<file path="src/rtl/aibcr3_dbuf_pkg.sv">
// Shared definitions for the aibcr3 data-buffer enable sequencer: state encoding,
// the state type and a width helper.
package aibcr3_dbuf_pkg;

    typedef logic [1:0] seq_state_t;

    localparam seq_state_t OFF     = 2'd0;
    localparam seq_state_t RAMP_UP = 2'd1;
    localparam seq_state_t ON      = 2'd2;
    localparam seq_state_t RAMP_DN = 2'd3;

    // Ceiling log2, floored at 1 so single-entry ranges still get a real bit.
    function automatic int clog2(input int value);
        int r;
        r = 0;
        while ((1 << r) < value) begin
            r++;
        end
        return (r < 1) ? 1 : r;
    endfunction

endpackage

</file>
<file path="src/rtl/aibcr3_dbuf_step_cnt.sv">
// Dwell counter for one lane step: counts enabled cycles, flags the last dwell cycle
// and the first (zero) cycle of a lane.
module aibcr3_dbuf_step_cnt
    import aibcr3_dbuf_pkg::*;
#(
    parameter int STEP_CYC = 4
) (
    input  logic clk,
    input  logic rst_n,
    input  logic clr_i,
    input  logic en_i,
    output logic done_o,
    output logic zero_o
);

    localparam int CNT_W = clog2(STEP_CYC + 1);

    logic [CNT_W-1:0] cnt_q;
    logic [CNT_W-1:0] cnt_d;

    // Clear wins over count so a lane hand-off always restarts the dwell at zero.
    always_comb begin
        cnt_d = cnt_q;
        if (clr_i) begin
            cnt_d = '0;
        end else if (en_i) begin
            cnt_d = cnt_q + CNT_W'(1);
        end
    end

    always_ff @(posedge clk or negedge rst_n) begin
        if (!rst_n) begin
            cnt_q <= '0;
        end else begin
            cnt_q <= cnt_d;
        end
    end

    assign done_o = (cnt_q == CNT_W'(STEP_CYC - 1));
    assign zero_o = (cnt_q == '0);

endmodule

</file>
<file path="src/rtl/aibcr3_dbuf_en_seq.sv">
// Staggered per-lane data-buffer enable sequencer: ramps lanes on in ascending order
// and off in descending order with a fixed dwell per lane, skipping masked lanes.
module aibcr3_dbuf_en_seq
    import aibcr3_dbuf_pkg::*;
#(
    parameter int NUM_LANE = 24,
    parameter int STEP_CYC = 4
) (
    input  logic                clk,
    input  logic                rst_n,
    input  logic                en_req,
    input  logic [NUM_LANE-1:0] lane_mask,
    output logic [NUM_LANE-1:0] buf_en,
    output logic                en_ack,
    output logic                busy,
    output seq_state_t          dbg_state_o
);

    localparam int IDX_W = clog2(NUM_LANE);
    localparam logic [IDX_W-1:0] LAST_IDX = IDX_W'(NUM_LANE - 1);

    // 4-phase handshake: en_req rises, en_ack rises once every unmasked lane is on;
    // en_req falls, en_ack drops as the descending ramp starts and stays low until ON again.
    seq_state_t          state_q, state_d;
    logic [IDX_W-1:0]    idx_q, idx_d;
    logic [NUM_LANE-1:0] buf_en_q, buf_en_d;
    logic                en_ack_q, busy_q;
    logic                cnt_clr, cnt_en, step_done, cnt_zero;
    logic                lane_skip, lane_done;

    aibcr3_dbuf_step_cnt #(
        .STEP_CYC (STEP_CYC)
    ) u_step_cnt (
        .clk    (clk),
        .rst_n  (rst_n),
        .clr_i  (cnt_clr),
        .en_i   (cnt_en),
        .done_o (step_done),
        .zero_o (cnt_zero)
    );

    // A lane is only judged skippable on its first cycle, so clearing/setting its own
    // enable bit mid-dwell cannot cut the dwell short.
    always_comb begin
        lane_skip = 1'b0;
        if (state_q == RAMP_UP) begin
            lane_skip = lane_mask[idx_q];
        end else if (state_q == RAMP_DN) begin
            lane_skip = ~buf_en_q[idx_q];
        end
    end

    assign lane_done = step_done | (cnt_zero & lane_skip);

    always_comb begin
        state_d  = state_q;
        idx_d    = idx_q;
        buf_en_d = buf_en_q;
        cnt_clr  = 1'b0;
        cnt_en   = 1'b0;
        case (state_q)
            OFF: begin
                if (en_req) begin
                    state_d = RAMP_UP;
                    idx_d   = '0;
                    cnt_clr = 1'b1;
                end
            end
            RAMP_UP: begin
                if (!en_req) begin
                    state_d = RAMP_DN;
                    cnt_clr = 1'b1;
                end else begin
                    if (cnt_zero && !lane_skip) begin
                        buf_en_d[idx_q] = 1'b1;
                    end
                    if (lane_done) begin
                        cnt_clr = 1'b1;
                        if (idx_q == LAST_IDX) begin
                            state_d = ON;
                        end else begin
                            idx_d = idx_q + IDX_W'(1);
                        end
                    end else begin
                        cnt_en = 1'b1;
                    end
                end
            end
            ON: begin
                if (!en_req) begin
                    state_d = RAMP_DN;
                    idx_d   = LAST_IDX;
                    cnt_clr = 1'b1;
                end
            end
            RAMP_DN: begin
                if (en_req) begin
                    state_d = RAMP_UP;
                    cnt_clr = 1'b1;
                end else begin
                    if (cnt_zero && !lane_skip) begin
                        buf_en_d[idx_q] = 1'b0;
                    end
                    if (lane_done) begin
                        cnt_clr = 1'b1;
                        if (idx_q == '0) begin
                            state_d = OFF;
                        end else begin
                            idx_d = idx_q - IDX_W'(1);
                        end
                    end else begin
                        cnt_en = 1'b1;
                    end
                end
            end
            default: begin
                state_d = OFF;
                idx_d   = '0;
                cnt_clr = 1'b1;
            end
        endcase
        // Masked lanes are forced off in every state, one cycle after the mask changes.
        buf_en_d = buf_en_d & ~lane_mask;
    end

    always_ff @(posedge clk or negedge rst_n) begin
        if (!rst_n) begin
            state_q  <= OFF;
            idx_q    <= '0;
            buf_en_q <= '0;
            en_ack_q <= 1'b0;
            busy_q   <= 1'b0;
        end else begin
            state_q  <= state_d;
            idx_q    <= idx_d;
            buf_en_q <= buf_en_d;
            en_ack_q <= (state_d == ON);
            busy_q   <= (state_d == RAMP_UP) || (state_d == RAMP_DN);
        end
    end

    assign buf_en      = buf_en_q;
    assign en_ack      = en_ack_q;
    assign busy        = busy_q;
    assign dbg_state_o = state_q;

endmodule

</file>
<file path="config.mk">
export PLATFORM = sky130hd
export DESIGN_NAME = aibcr3_dbuf_en_seq
export DESIGN_NICKNAME = d
export VERILOG_FILES = /design/src/rtl/aibcr3_dbuf_pkg.sv /design/src/rtl/aibcr3_dbuf_step_cnt.sv /design/src/rtl/aibcr3_dbuf_en_seq.sv
export SDC_FILE = /design/constraint.sdc
export NUM_CORES = 1
export LEC_CHECK = 0
export CAP_MARGIN = 20
export CORE_MARGIN = 8
export CORE_UTILIZATION = 51
export DETAILED_ROUTE_END_ITERATION = 10
export GPL_ROUTABILITY_DRIVEN = 0
export PLACE_DENSITY = 0.86
export SLEW_MARGIN = 20
export SYNTH_ARGS = -nofsm -noshare
export SYNTH_HDL_FRONTEND = slang
export SYNTH_SLANG_ARGS = --single-unit
</file>
<file path="constraint.sdc">
create_clock -name clk -period 3.3 [get_ports clk]
set_clock_uncertainty 0.1 [all_clocks]
set_input_delay 0.495 -clock clk [delete_from_list [all_inputs] [get_ports clk]]
set_output_delay 0.495 -clock clk [all_outputs]
set_load 0.005 [all_outputs]
</file>
### Word-level counts from Yosys, hierarchy flattened

Cells that the tools add are included.

* add/sub/neg operators: 3
* $lt $le $gt $ge: 2
* eq/ne operators: 16
* mux-type cells: 43
* bitwise gates (word level): 8
* reduce and logical (&&, ||, !) cells: 9

Operators by type and width (number)
* $mux 24: 4
* $and 24x24->24: 2
* $not 24->24: 2
* $pmux 24 s2: 1
* $mux 5: 8
* $or 24x24->24: 1
* $pmux 5 s4: 1
* $mux 2: 8
* $ne 2x2->1 const B: 8
* $mux 1: 13
* $bmux 1 s5: 2
* $eq 2x2->1 const B: 4
* $pmux 2 s4: 1
* $reduce_and 8->1: 1
* $lt 5x6->1 const B: 1
* $mux 3: 2
* $add 5x1->5 const B: 1
* $demux 1 s5: 1
* $eq 5x5->1 const B: 1
* $ge 5x1->1 const B: 1
* $logic_not 5->1: 1
* $sub 5x1->5 const B: 1
* $eq 2x1->1 const B: 2
* $pmux 1 s4: 1
* 12 further kinds: 13

* register bits after elaboration: 36
* input port bits: 27
* output and inout port bits: 28
* logic and storage cells: 87

### Depth between registers and ports, before layout

Gate-level depths: netlist (run 1).

* depth after elaboration: 12
* mapped depth: 11
* mapped depth without buffers: 8

### Cells and area by module

A second synthesis (run 1) with hierarchy kept.

* cells, all modules: 247
* area, all modules: 2453.6 sq um

By module, submodules not included
* aibcr3_dbuf_en_seq: instances 1, cells an instance 231, area each 2285.9 sq um, seq. area each 825.8 sq um
* aibcr3_dbuf_step_cnt: instances 1, cells an instance 16, area each 167.7 sq um, seq. area each 75.1 sq um

### Worst setup path before layout (run 1)

Ideal clock, no wire load.

* kind: flip-flop to flip-flop
* start point: reg idx_q[1]
* end point: reg idx_q[3]
* library setup time: 0.122 ns
* data arrival time: 2.323 ns
* required time: 3.078 ns
* path slack: 0.755 ns
* cell stages (with the launch flop): 12
* path buffers: 4
* clock period less this slack: 2.545 ns
* cells stage by stage: dfrtp_1 > buf_6 > buf_6 > and2_1 > buf_2 > and2_0 > clkbuf_1 > o22ai_1 > o21ai_0 > a21oi_4 > mux2_2 > a32o_1

* longest elaborated chain between the ends: 9
* elaborated cells on any way between the ends: 25
* classes of those cells: add/sub (2); eq/ne (5); mux (13); bitwise (3); reduce/logical (2)

Ends and longest elaborated chain
* from (decl): line aibcr3_dbuf_en_seq.sv:25 `logic [IDX_W-1:0] idx_q, idx_d;`
* from (signal assigned): line aibcr3_dbuf_en_seq.sv:135 `idx_q <= idx_d;`
* $bmux 1 s5: line aibcr3_dbuf_en_seq.sv:49 `lane_skip = ~buf_en_q[idx_q];`
* $mux 1 (not written as such): line aibcr3_dbuf_en_seq.sv:49
* $not 1->1: line aibcr3_dbuf_en_seq.sv:49
* $mux 1: line aibcr3_dbuf_en_seq.sv:48 `end else if (state_q == RAMP_DN) begin`
* $mux 1: line aibcr3_dbuf_en_seq.sv:46 `if (state_q == RAMP_UP) begin`
* $and 1x1->1: line aibcr3_dbuf_en_seq.sv:53 `assign lane_done = step_done | (cnt_zero & lane_skip);`
* $or 1x1->1: line aibcr3_dbuf_en_seq.sv:53
* $ne 2x2->1 (no line)
* $reduce_and 8->1 (no line)

Several ways; a longest one is shown, not always the timed one. The select of a mux whose other input is x is not followed.
A chain may end at the register's enable or synchronous reset.

### Worst setup path in the final report (run 1)

* start point: reg idx_q[0]
* end point: reg buf_en_q[19], in the netlist buf_en[19]

* longest elaborated chain between the ends: 11
* elaborated cells on any way between the ends: 23
* classes of those cells: order compare (2); mux (13); bitwise (5); reduce/logical (3)

Ends and longest elaborated chain
* parallel branches: the longest is 9 deep, another holds $lt 5x6->1
* $pmux 24 s2 (*): line aibcr3_dbuf_en_seq.sv:61 `case (state_q)`
* $and 24x24->24 (*): line aibcr3_dbuf_en_seq.sv:123 `buf_en_d = buf_en_d & ~lane_mask;`
* via buf_en_d[19]: line aibcr3_dbuf_en_seq.sv:26 `logic [NUM_LANE-1:0] buf_en_q, buf_en_d;`
* to (signal assigned): line aibcr3_dbuf_en_seq.sv:136 `buf_en_q <= buf_en_d;`
* to (decl): line aibcr3_dbuf_en_seq.sv:26

Mark *: on every way through the listed nets, which the timed path passes. The select of a mux whose other input is x is not followed.

==> results of run 1 <==
[power by group]
part | switching, W | leakage, nW | internal [W]
Clock | 0.000157 | 0.0410 | 0.000144
Combinational | 0.000601 | 0.709 | 0.000483
Sequential | 0.0000820 | 0.480 | 0.000484
[final cells by class]
cell class	instances	share of cell area, %
Sequential cell	36	28.4
Inverter	8	0.947
Clock buffer	6	2.29
Multi-Input combinational cell	182	45.3
Tap cell	67	2.64
Clock inverter	1	0.158
Timing Repair Buffer	66	20.3
[critical path, delay by kind of cell (launching register included)]
| family | cells | cell delay, ps |
|---|---|---|
| flops | 1 | 680 |
| simple gates | 3 | 720 |
| mux | 1 | 590 |
| buf+inv | 1 | 190 |
| compound gates | 3 | 610 |
[kinds of logic (layout without fill, tap and decap cells)]
| logic type | Yosys count | after routing | share of synthesized area, % |
|---|---|---|---|
| flops | 36 | 36 | 35.6 |
| fa+ha+maj | 7 | 7 | 3.76 |
| mux | 24 | 24 | 12.0 |
| simple gates | 62 | 62 | 14.6 |
| buf+inv | 29 | 81 | 7.66 |
| compound gates | 86 | 86 | 25.3 |
| xor+xnor | 3 | 3 | 1.04 |
[synth_stat cells (2+ instances only)]
| master | instances | share of area [%] |
|---|---|---|
| sky130_fd_sc_hd__nor3b_2 | 2 | 0.99 |
| sky130_fd_sc_hd__buf_2 | 7 | 1.4 |
| sky130_fd_sc_hd__nor2b_1 | 5 | 1.2 |
| sky130_fd_sc_hd__nand2b_1 | 3 | 0.74 |
| sky130_fd_sc_hd__a31oi_1 | 22 | 5.4 |
| sky130_fd_sc_hd__o21ai_0 | 5 | 0.99 |
| sky130_fd_sc_hd__nor3_1 | 5 | 0.99 |
| sky130_fd_sc_hd__o22ai_1 | 2 | 0.49 |
| sky130_fd_sc_hd__a2111oi_0 | 2 | 0.69 |
| sky130_fd_sc_hd__dfrtp_1 | 36 | 36 |
| sky130_fd_sc_hd__a311oi_1 | 5 | 1.7 |
| sky130_fd_sc_hd__and2_1 | 8 | 2.0 |
| sky130_fd_sc_hd__buf_6 | 8 | 3.6 |
| sky130_fd_sc_hd__o22a_1 | 2 | 0.69 |
| sky130_fd_sc_hd__clkbuf_1 | 4 | 0.59 |
| sky130_fd_sc_hd__and3b_1 | 2 | 0.69 |
| sky130_fd_sc_hd__a21o_1 | 3 | 0.89 |
| sky130_fd_sc_hd__and3_1 | 4 | 0.99 |
| sky130_fd_sc_hd__a221oi_1 | 2 | 0.69 |
| sky130_fd_sc_hd__a22oi_1 | 5 | 1.5 |
| sky130_fd_sc_hd__o2bb2ai_1 | 2 | 0.69 |
| sky130_fd_sc_hd__nor2_1 | 6 | 0.89 |
| sky130_fd_sc_hd__a211oi_1 | 18 | 5.3 |
| sky130_fd_sc_hd__mux4_2 | 5 | 4.4 |
| sky130_fd_sc_hd__xnor2_1 | 3 | 1.0 |
| sky130_fd_sc_hd__a22oi_2 | 2 | 0.99 |
| sky130_fd_sc_hd__nand3_1 | 5 | 0.99 |
| sky130_fd_sc_hd__mux2i_1 | 18 | 7.1 |
| sky130_fd_sc_hd__ha_1 | 6 | 3.0 |
| sky130_fd_sc_hd__a21oi_1 | 7 | 1.4 |
| sky130_fd_sc_hd__nand2_1 | 15 | 2.2 |
| sky130_fd_sc_hd__inv_1 | 7 | 1.0 |
[final timing paths]
path,start,end,slack [ps],cells after the start
worst max-delay path,idx_q[0],buf_en[19],300,8
worst min-delay path,u_step_cnt.cnt_q[0],u_step_cnt.cnt_q[0],430,1
worst max register to register,idx_q[0],buf_en[19],300,8
worst min register to register,u_step_cnt.cnt_q[0],u_step_cnt.cnt_q[0],430,1
max in group asynchronous,rst_n,buf_en[8],2240,2
min in group asynchronous,rst_n,en_ack,520,2
[per-stage QoR]
step                std cells  hold slack (ps)  worst slack, ps
finish                    366              434              295
global route              366              454              148
CTS                       366              432              312
detailed placement        359              421              168
global placement          359              396              275
floorplan                 247             99.4              755
[per-layer routing]
metal | part of all wire (%) | up-vias | wire (um)
li1 | - | 1064 | -
met1 | 43 | 1119 | 3080
met2 | 46 | 114 | 3310
met3 | 8.5 | 13 | 608
met4 | 1.7 | 0 | 123
met5 | 0 | - | 0
[state kept, by name (all words and copies together) (netlist names)]
| register | count |
|---|---|
| buf_en | 24 |
| busy | 1 |
| dbg_state_o | 2 |
| en_ack | 1 |
| idx_q | 5 |
| u_step_cnt.cnt_q | 3 |
==> results summary, run 1 <==
The run finished with clean final reports. The number of unique standard cell types used by synthesis came out at 53. The number of H-tree levels came out at 2.

Sequential elements use 35.6% of the synthesized area. The max capacitance violation total came out at 0. Yosys printed 0 warnings. The number of diodes is 0. The slowest stage of the critical path belongs to the cell sky130_fd_sc_hd__dfrtp_1.

TritonCTS built the clock tree. The global-route total usage across every layer is 19.2%. Synthesis produced a netlist whose cell count is 247. CTS placed an instance of sky130_fd_sc_hd__clkbuf_8 at the clock tree root. The I/O pin count is 55. The number of buffers added on ports came out at 54. The critical path data required time came out at 3380 ps. The violation count after the first detailed-route iteration came out at 233. After global routing, the most crowded layer is met2.

The maximum buffer depth of the clock tree came out at 2. The clock slew at the register clock pins of the worst setup and hold paths came out at 70 ps. The number of vias after detailed routing is 2310.

The final critical path takes up 91.1% of the cycle. The share of post-route cells with drive strength above 1 is 12.0%. Setup repair after global routing left no endpoint under its margin. The post-layout instance area is 3170 um2. The share of synthesized flip-flops with an asynchronous set or reset is 100%. The HPWL after detailed placement is 5280 um. Clock latency on the worst-skew pair, taken at its later pin, is 290 ps. The number of fillers in the final layout came out at 384. In the routed design, unresolved DRC markers number 0. The number of hold violations in the final report came to 0. The met3 layer usage reported by global route came out at 5.48%. The average wire per cell in the routed design is 19.5 um.

The starting density of the core is 53.2%. The share of the core filled with cells came out at 66.7%. The path class of the lowest-slack min-delay path is reg -> reg.

The number of nets produced by synthesis came out at 281. The critical path arrival came out at 3090 ps. Clock tree synthesis inserted a total of 5 buffers. The largest net degree at the start of global routing is 37. The final-layout setup total negative slack came out at 0 ps. Power spread over the standard cell area amounts to 615 nW/um2. Yosys mapped a number of flops with a built-in enable equal to 0.

The delay of the slowest critical-path stage is 680 ps. The post-detailed-placement cell area came out at 3090 um2. The area enclosed by the die boundary is 7470 um2. In this run the tightest slew margin relative to its limit is 57.5%. The static leakage came out at 1.23 nW.

The top flip-flop cell by instance count after synthesis is sky130_fd_sc_hd__dfrtp_1. The number of iterations in the first detailed-routing pass came out at 4. The final wirelength is 7120 um. The total power of the final layout came out at 0.00195 W. The worst setup path is launched from a register. The largest fanout on the critical path came out at 18. The final count of pins violating max slew is 0.

Setup violations remaining at the end of the flow were counted as 0. The number of core rows came out at 25. Across the whole layout, storage elements account for 901 um2.

A synthesized cell averages 10.2 um2. Subtracting the final worst setup slack from the clock period gives 3000 ps. The via count of the first global-routing pass came out at 2364. Leaving out fill and tap cells, the most frequent cell in the layout is sky130_fd_sc_hd__clkdlybuf4s50_1. STA classifies the critical path endpoint as a register. The number of gates resized after CTS was 0. The maximum operating frequency is 0.333 GHz.

The routed via count divided by cell count came out at 6.31. The width of the chip came out at 86.5 um. From synthesis to final layout, the design area changed by 25.3%. The critical path goes through mux4_2 -> a22oi_2 -> nor2_2 -> nor4b_4 -> and4_1 -> buf_12 -> a31oi_1 -> a211oi_1. Buffers added to address setup during post-CTS repair amount to 0.

For the pin with the worst max-slew slack, the measured transition is 636 ps. By startpoint and endpoint, the worst setup path is classified as reg -> reg. The count of nets left with antenna violations once routing finished came out at 0. The post-synthesis instance area came out at 2530 um2. The area of the multi-input gates is 1440 um2.

The number of antenna violations at the first check in global routing is 0. CTS saw 36 sinks. The region available for standard cell placement spans 4750 um2. The total congestion overflow is 0.

The hold buffer count at cts came out at 0. In the layout the commonest cells are 54 x sky130_fd_sc_hd__clkdlybuf4s50_1, 36 x sky130_fd_sc_hd__dfrtp_1, 22 x sky130_fd_sc_hd__a31oi_1. The synthesis-stage register bit count came out at 36.

The global-route track usage on met1 is 24.7%. Global routing consumed, on the met2 layer, 29.7% of the routing resources. The first-pass GRT wire length is 11400 um. IR analysis of the VDD net gives a maximum drop of 282 uV. The floorplan die height is 86.5 um. For this run, the post-layout net count is 333.
Power figures use the tool's default switching activity.
==> inputs of run 2 (changes only) <==
- CORE_MARGIN: 8 -> 2
==> run 2 against run 1 <==
Compared with the run above: maximum frequency decreased by 1.7%; first-iteration DRC count grew 0.43%; non-clock buffer count stayed put; core utilization grew 0.053 points; cell count increased by 0.27%; critical path type unchanged; sequential share of layout area hardly changed.
==> results summary, run 2 (synthesized netlist as in run 1, its figures left out) <==
The final count of negative-setup-slack endpoints is 0 (unchanged). The number of iterations in the first detailed-routing pass came out at 5 (+1). The average wire per cell in the routed design is 19.1 um (-1.7%). Setup repair after global routing left no endpoint under its margin. The global-route total usage across every layer is 27.0% (+7.8 points).

The width of the chip came out at 74.5 um (-14%). The core area is 4750 um2 (unchanged). The routed via count divided by cell count came out at 6.41 (+1.6%). The number of diodes came out at 0 (unchanged).

The number of flip-flops in the largest register came to 24 (unchanged). The transition time at the pin with the least slew margin is 698 ps (+61.6 ps). The number of remaining DRC errors is 0 (unchanged). The final count of pins violating max slew came out at 0 (unchanged).

The final worst setup slack is 242 ps (-52.8 ps). The number of cells traversed by the worst register-to-register path is 8 (unchanged). The total congestion overflow is 0 (unchanged). The clock slew at the register clock pins of the worst setup and hold paths came to 80 ps (about the same). The number of vias after detailed routing is 2353 (+1.9%). The switching share of total power is 43.4% (+0.36 points). The post-synthesis to final-layout area growth came out at 25.4% (about the same). The HPWL after detailed placement is 4950 um (-6.3%).

The setup slack at placement is 268 ps (+101 ps). The maximum buffer depth of the clock tree is 2 (unchanged). The number of clock buffers inserted by TritonCTS is 5 (unchanged). The classification of the worst setup path is reg -> reg. The critical path arrival is 3150 ps (+60 ps). The largest fanout on the critical path is 23 (+5). The internal power component came out at 0.00113 W (+1.8%). The final net count is 333 (unchanged). The final critical path time including I/O delays and setup is 3060 ps (+52.8 ps).

The number of hold violations in the final report came to 0 (unchanged). The power per cell area was 629 nW/um2 (+2.4%). The number of buffers added on ports is 54 (unchanged). The floorplan die height is 74.5 um (-14%). The post-layout instance area is 3170 um2 (about the same).

The clock network power share was 17.0% (+1.6 points). The post-cts gate resize count is 0 (unchanged). The largest net degree at the start of global routing came out at 37 (unchanged). The share of post-route cells with drive strength above 1 is 12.7% (+0.63 points). The final-layout setup total negative slack came out at 0 ps (unchanged). The number of fillers in the final layout came out at 387 (+0.78%). The final wirelength was 7020 um (-1.4%).

Leaving out fill and tap cells, the most frequent cells in the layout are 54 x sky130_fd_sc_hd__clkdlybuf4s50_1, 36 x sky130_fd_sc_hd__dfrtp_1, 22 x sky130_fd_sc_hd__a31oi_1. The register share of total power is 28.5% (-0.5 points). The worst min-delay path endpoint is u_step_cnt.cnt_q[2]. The area enclosed by the die boundary is 5540 um2 (-26%).

The starting density of the core is 53.2% (unchanged). TritonCTS built the clock tree. The share of total power in combinational logic is 54.6% (-1.0 points). The remaining max-slew budget at the tightest pin came out at 53.4% (-4.1 points). The count of cells along the worst hold path came out at 2 (+1). The via count of the first global-routing pass is 2253 (-4.7%). The final cycle utilization of the critical path came to 92.7% (+1.6 points). The maximum operating frequency is 0.327 GHz (-1.7%).

The max capacitance violation total came out at 0 (unchanged). The number of H-tree levels was 2 (unchanged). The net switching power of the design is 0.000867 W (+3.3%).

The tree is rooted in a sky130_fd_sc_hd__clkbuf_8. The clock insertion delay at the later pin of the skew report came out at 300 ps (about the same). The critical path data required time is 3390 ps (about the same). The path class of the lowest-slack min-delay path is reg -> reg.

The flow ran to the end, and the final reports show no timing, DRC or antenna violations. The hold buffer count at cts is 0 (unchanged). The post-detailed-placement cell area is 3080 um2 (-0.40%). The maximum resistive drop on vdd is 306 uV (+8.4%).

The setup slack of the most critical reg-to-reg path came out at 240 ps (-50 ps). The most common library cell in the layout ignoring fill and taps is sky130_fd_sc_hd__clkdlybuf4s50_1. The number of antenna violations at the first check in global routing is 0 (unchanged). The I/O pin count came out at 55 (unchanged). STA classifies the critical path startpoint as a register. The static leakage came out at 1.24 nW (+0.56%). The first-pass GRT wire length is 11300 um (-1.0%). The capturing point of the worst reg2reg path is buf_en[16]. The launching point of the worst reg2reg path is idx_q[0]. The violation count after the first detailed-route iteration came out at 234 (+0.43%).

The worst hold path begins at u_step_cnt.cnt_q[2]. The number of clock sinks is 36 (unchanged). The number of nets with antenna violations after detailed routing is 0 (unchanged). The number of core rows is 25 (unchanged).

The endpoint class of the critical path is a register. The buffer count from post-CTS setup fixing is 0 (unchanged).
## run 2: how the worst max path moves through the flow
| stage | cells past startpoint | start | slack (ps) | endpoint |
|---|---|---|---|---|
| final | 8 | idx_q[0] | 240 | buf_en[16] |
| after global routing | 8 | idx_q[0] | 120 | buf_en[16] |
| after CTS | 8 | idx_q[0] | 280 | buf_en[16] |
| after detailed placement | 9 | lane_mask[11] | 270 | buf_en[18] |
| after global placement | 9 | lane_mask[8] | 320 | buf_en[16] |
| after floorplan | 11 | idx_q[1] | 760 | idx_q[3] |
## run 2: final cells by class
cell class / instances / area (um2) / share of cell area (%)
Multi-Input combinational cell: 182 / 1440 / 45.3
Clock inverter: 2 / 10.0 / 0.315
Sequential cell: 36 / 901 / 28.4
Timing Repair Buffer: 66 / 631 / 19.9
Clock buffer: 6 / 82.6 / 2.60
Tap cell: 67 / 83.8 / 2.64
Inverter: 8 / 30.0 / 0.946
## run 2: stage by stage
| step | power [W] | hold slack (ps) | cells | utilization, % |
|---|---|---|---|---|
| finish | 0.00200 | 419 | 367 | 66.8 |
| global route | 0.00213 | 472 | 367 | 66.8 |
| CTS | 0.00199 | 421 | 367 | 66.8 |
| detailed placement | 0.00164 | 405 | 359 | 64.8 |
| global placement | 0.00160 | 389 | 359 | 64.8 |
| floorplan | 0.00140 | 99.4 | 247 | - |
## run 2: routing by layer
layer,track usage [%],up-vias,part of all wire (%)
met2,42.0,132,48
li1,-,1062,-
met1,37.3,1139,41
met3,5.28,20,9.6
met5,0,-,0
met4,10.9,0,2.3
## run 2: worst max-delay path: stages (launching register included)
cell	delay (ps)
sky130_fd_sc_hd__dfrtp_1	750
sky130_fd_sc_hd__mux4_2	600
sky130_fd_sc_hd__a22oi_2	200
sky130_fd_sc_hd__nor2_2	80
sky130_fd_sc_hd__nor4b_4	260
sky130_fd_sc_hd__and4_1	220
sky130_fd_sc_hd__buf_4	250
sky130_fd_sc_hd__a31oi_1	140
sky130_fd_sc_hd__a311oi_1	340
## run 2: power by group through the flow
stage               Clock [W]  Sequential, W  Combinational, W
CTS                  0.000341       0.000568           0.00108
global route         0.000353       0.000577           0.00120
global placement            0       0.000573           0.00103
detailed placement          0       0.000576           0.00107
floorplan                   0       0.000521          0.000880
finish               0.000339       0.000569           0.00109
